<file path="config.mk">
export PLATFORM = sky130hd
export DESIGN_NAME = datapath_bus
export DESIGN_NICKNAME = d
export VERILOG_FILES = /design/src/rtl/datapath_bus.sv
export SDC_FILE = /design/constraint.sdc
export NUM_CORES = 1
export LEC_CHECK = 0
export CELL_PAD_IN_SITES_DETAIL_PLACEMENT = 0
export CELL_PAD_IN_SITES_GLOBAL_PLACEMENT = 1
export CORE_MARGIN = 5
export CORE_UTILIZATION = 30
export DETAILED_ROUTE_END_ITERATION = 7
export GPL_ROUTABILITY_DRIVEN = 0
export PLACE_DENSITY = 0.66
export SLEW_MARGIN = 20
export SYNTH_ARGS = -nofsm -noshare
export SYNTH_HDL_FRONTEND = slang
export SYNTH_SLANG_ARGS = --single-unit
</file>
<file path="constraint.sdc">
create_clock -name clk -period 15.55 [get_ports clk]
set_input_delay 4.665 -clock clk [delete_from_list [all_inputs] [get_ports clk]]
set_output_delay 4.665 -clock clk [all_outputs]
set_load 0.1 [all_outputs]
</file>
<file path="src/rtl/datapath_bus.sv">
// Register-file/bus datapath steered by the controller's control word.
// One source drives the shared bus per cycle; registers load, increment or clear from it.
module datapath_bus #(
    parameter int DW  = 16,
    parameter int OPW = 6
) (
    input  logic           clk,
    input  logic           rst_n,
    input  logic [2:0]     alu_op,
    input  logic [15:0]    write_en,
    input  logic [15:0]    inc_en,
    input  logic [15:0]    clr_en,
    input  logic [3:0]     read_en,
    input  logic [DW-1:0]  im_rdata,
    input  logic [DW-1:0]  dm_rdata,
    output logic [DW-1:0]  im_addr,
    output logic [DW-1:0]  dm_addr,
    output logic [DW-1:0]  dm_wdata,
    output logic           dm_we,
    output logic [OPW-1:0] instruction,
    output logic [15:0]    z,
    output logic [DW-1:0]  bus
);

    localparam logic [2:0] ALU_ADD    = 3'd1;
    localparam logic [2:0] ALU_SUB    = 3'd2;
    localparam logic [2:0] ALU_MULT   = 3'd3;
    localparam logic [2:0] ALU_LSHIFT = 3'd4;

    logic [DW-1:0] pc, ar, ir, ac, r, r1, r2, r3, r4, r5;
    logic [DW-1:0] alu_result;
    logic [DW-1:0] ac_next;

    function automatic logic [DW-1:0] next_reg(
        input logic [DW-1:0] cur,
        input logic          clr,
        input logic          wr,
        input logic          inc,
        input logic [DW-1:0] d
    );
        if (clr)
            return '0;
        else if (wr)
            return d;
        else if (inc)
            return cur + DW'(1);
        else
            return cur;
    endfunction

    always_comb begin
        bus = '0;
        case (read_en)
            4'd1:    bus = pc;
            4'd2:    bus = ar;
            4'd4:    bus = ir;
            4'd5:    bus = ac;
            4'd6:    bus = r;
            4'd7:    bus = r1;
            4'd8:    bus = r2;
            4'd9:    bus = r3;
            4'd10:   bus = r4;
            4'd11:   bus = r5;
            4'd12:   bus = dm_rdata;
            4'd13:   bus = im_rdata;
            default: bus = '0;
        endcase
    end

    always_comb begin
        alu_result = ac;
        case (alu_op)
            ALU_ADD:    alu_result = ac + r;
            ALU_SUB:    alu_result = ac - r;
            ALU_MULT:   alu_result = ac * r;
            ALU_LSHIFT: alu_result = ac << 1;
            default:    alu_result = ac;
        endcase
    end

    // The ALU path into AC outranks a bus load of AC in the same cycle.
    always_comb begin
        if (clr_en[4])
            ac_next = '0;
        else if (write_en[12])
            ac_next = alu_result;
        else
            ac_next = next_reg(ac, 1'b0, write_en[4], inc_en[4], bus);
    end

    always_ff @(posedge clk or negedge rst_n) begin
        if (!rst_n) begin
            pc <= '0;
            ar <= '0;
            ir <= '0;
            ac <= '0;
            r  <= '0;
            r1 <= '0;
            r2 <= '0;
            r3 <= '0;
            r4 <= '0;
            r5 <= '0;
        end else begin
            pc <= next_reg(pc, clr_en[1],  write_en[1],  inc_en[1],  bus);
            ar <= next_reg(ar, clr_en[2],  write_en[2],  inc_en[2],  bus);
            ir <= next_reg(ir, clr_en[3],  write_en[3],  inc_en[3],  bus);
            ac <= ac_next;
            r  <= next_reg(r,  clr_en[5],  write_en[5],  inc_en[5],  bus);
            r5 <= next_reg(r5, clr_en[6],  write_en[6],  inc_en[6],  bus);
            r4 <= next_reg(r4, clr_en[7],  write_en[7],  inc_en[7],  bus);
            r3 <= next_reg(r3, clr_en[8],  write_en[8],  inc_en[8],  bus);
            r2 <= next_reg(r2, clr_en[9],  write_en[9],  inc_en[9],  bus);
            r1 <= next_reg(r1, clr_en[10], write_en[10], inc_en[10], bus);
        end
    end

    // Fetch cycle forwards the opcode straight off the bus so the controller can branch immediately.
    assign instruction = write_en[3] ? bus[OPW-1:0] : ir[OPW-1:0];
    assign im_addr     = pc;
    assign dm_addr     = ar;
    assign dm_wdata    = bus;
    assign dm_we       = write_en[11] & rst_n;
    assign z           = {15'b0, (ac == '0)};

    logic unused_bits;
    assign unused_bits = ^{write_en[15:13], write_en[0],
                           inc_en[15:11],   inc_en[0],
                           clr_en[15:11],   clr_en[0]};

endmodule

</file>
==> results.py <==
metrics = {
    "detailed_routing": {
        "vias_per_cell": 5.52,
        "routed_wire_length_per_instance_um": 23.4,
        "drtAntennaViolNets": 0,
        "drcViolationCount": 0,
        "routed_wl_um": 63200,
        "vias": 14900,
        "dr.pass1.iters": 6,
        "drt_iter0_drc": 1328,
    },
    "sta": {
        "worst_slack_ns": 1.52,
        "hold_ws_ns": 0.612,
        "finalSetupTns_ns": 0,
        "drv_slew": 0,
        "post-route-min-period_ns": 14.03,
        "clock_skew_ns": 0.0112,
        "worstMarginPinSlew_ns": 1.12,
        "fmax_ghz": 0.0713,
        "hold_viol": 0,
        "rsz0062_at_grt": "false",
        "slew_headroom": 0.254,
        "finalCritPeriodShare": 0.902,
        "timing.final.setup_violations": 0,
    },
    "cells_and_area": {
        "diodes": 0,
        "fill_cells": 5668,
        "multi_input_area_um2": 10900,
        "area_delta_synth_final_pct": 15.3,
        "finalNetCount": 2236,
        "regArea_um2": 4000,
        "layout-drive-gt1-share": 0.0505,
    },
    "floorplanning": {
        "initial_utilization": 0.302,
        "die_w_um": 242,
        "top_level_ports": 176,
        "dieArea_um2": 58700,
        "rows": 85,
        "core-area_um2": 53600,
        "fp.dieH_um": 242,
    },
    "synthesis": {
        "syn_avg_cell_area_um2": 8.30,
        "synth_edf_count": 0,
        "synth_seq_area_share": 0.247,
        "synth_common_cells": "nor2_1 (229), nand2_1 (175), a211oi_1 (171)",
        "syn-cell-area_um2": 16200,
        "synth_cell_types": 75,
        "synth_seq_cells": 160,
        "synthCells": 1950,
        "synth_warnings": 0,
        "synth_area_leaders": "dfrtp_1 (25%), fa_1 (10%), xnor2_1 (8.2%), a211oi_1 (7.9%), ha_1 (6.0%)",
        "synth_area_leader_cell": "dfrtp_1",
        "synthArstFlopShare": 1.00,
        "ys.flop_type": "dfrtp_1",
        "yosysMostFrequentCell": "nor2_1",
        "synth_top_area_frac": 0.247,
    },
    "clocking": {
        "cts.htree.levels": 4,
        "cts_tree": "done",
        "numCtsBuffers": 17,
        "clock-sinks": 160,
        "postCtsHoldBufs": 0,
        "clk_path_buf_depth": 2,
        "ctsResizeCount": 0,
        "cts-root-buf": "clkbuf_16",
        "cts.clk_slew.worst_paths_ns": 0.06,
        "clock_latency_ns": 0.44,
        "postCtsSetupBuffers": 0,
    },
    "run": {
        "cap_violations": 0,
    },
    "critical_path": {
        "worstPathArrival_ns": 9.36,
        "cp_slowest_cell": "clkdlybuf4s50_1",
        "start_kind": "primary input",
        "worstSetupEndpointType": "output pin",
        "critPathMaxFanout": 27,
        "critical_path_class": "primary input to output pin",
        "slowest_delay_ns": 1.20,
        "cp_common_cell": "clkdlybuf4s50_1",
        "cp.required_ns": 10.89,
        "critical_path.top_delay_family": "buffers and inverters",
        "path_cells": "clkdlybuf4s50_1 -> nor2b_2 -> and3_1 -> a222oi_1 -> nand2_1 -> nor2_2 -> a21oi_1 -> clkdlybuf4s50_1",
        "crit_buf_inv": 2,
    },
    "power": {
        "p_leak_nw": 7.83,
        "powerDensity_nw_per_um2": 90.4,
        "vdd_drop_max_v": 0.0000491,
    },
    "global_routing": {
        "grt_pass1_vias": 14600,
        "grt_pass1_wl_um": 95000,
        "grt_antenna_before_repair": 0,
        "grt_util_all_layers": 0.209,
        "grt_max_degree": 67,
        "gr-total-overflow": 0,
    },
    "placed_design": {
        "place_ws_ns": 1.63,
        "io_buffer_count": 144,
        "hpwlAfterDp_um": 45700,
    },
    "run_status": {
        "status": "complete, no violations",
    },
    "worst_hold_path": {
        "hold_class": "register to register",
    },
}
[cells in the final DEF (no fill, tap or decap), drive strengths merged, types with 36 or more instances in the layout]
cell type	synthesis	layout
clkdlybuf4s50	0	140
xnor2	152	152
buf	77	49
fa	81	81
and3	45	45
a22oi	36	36
a211oi	173	173
dfrtp	160	160
o21ai	38	38
ha	77	77
inv	141	141
nand3	52	52
xor2	55	55
nor2	229	229
and2	73	73
nand4	36	36
nand2	175	175
[kinds of logic (layout without fill, tap and decap cells)]
family                     Yosys count  in the layout  synth area share
xor gates and xnor gates           208            208             0.113
and+or+nand+nor                    706            706             0.213
DFF                                160            160             0.247
adders and majority gates          158            158             0.160
muxes                                9              9           0.00649
other                                1             15          0.000232
buffers and inverters              325            362            0.0863
AOI/OAI and AO/OA                  383            383             0.173
[per-layer routing]
layer	global-route usage	vias up	share of wire
li1	-	6769	-
met1	0.278	7380	0.42
met2	0.347	615	0.47
met3	0.0364	111	0.070
met4	0.0703	0	0.035
met5	0	-	0
[worst min-delay path, stage by stage, from the launching register on]
cell      delay, ns
dfrtp_1        0.37
xor2_1         0.07
nor2_1         0.08
a211oi_1       0.05
[flip-flops by register name, indices dropped and copies added (netlist names)]
name	cells
r3	16
dm_addr	16
r1	16
r5	16
r4	16
im_addr	16
ir	16
ac	16
r2	16
r	16
[power breakdown]
part           internal [mW]  switching, mW
sequential             0.447         0.0650
clock                  0.272          0.183
combinational          0.237          0.484
total                  0.956          0.732
[path summary, 6_finish.rpt]
check | from | to | slack [ns] | cells after the start
hold / removal | ir[15] | ir[15] | 0.61 | 3
hold reg to reg | ir[15] | ir[15] | 0.61 | 3
min in group asynchronous | rst_n | ir[2] | 4.25 | 1
setup / recovery | read_en[1] | instruction[4] | 1.52 | 8
max in group asynchronous | rst_n | ac[1] | 10.02 | 2
setup reg to reg | r[6] | ac[14] | 9.41 | 19
[through the flow]
stage	area [µm²]	cells	power, mW	utilization
floorplan	16200	1964	1.00	-
global placement	18100	2666	1.23	0.337
detailed placement	18100	2666	1.24	0.337
CTS	18700	2697	1.69	0.349
global route	18700	2697	1.77	0.348
finish	18700	2697	1.69	0.348
[layout make-up]
type                            count  area share
Inverter                          142      0.0286
Timing Repair Buffer              189      0.0946
Multi-Input combinational cell   1479       0.583
Clock inverter                     10     0.00865
Tap cell                          696      0.0467
Sequential cell                   160       0.215
Clock buffer                       21      0.0241
No activity file was read; power rests on OpenSTA's default activity.
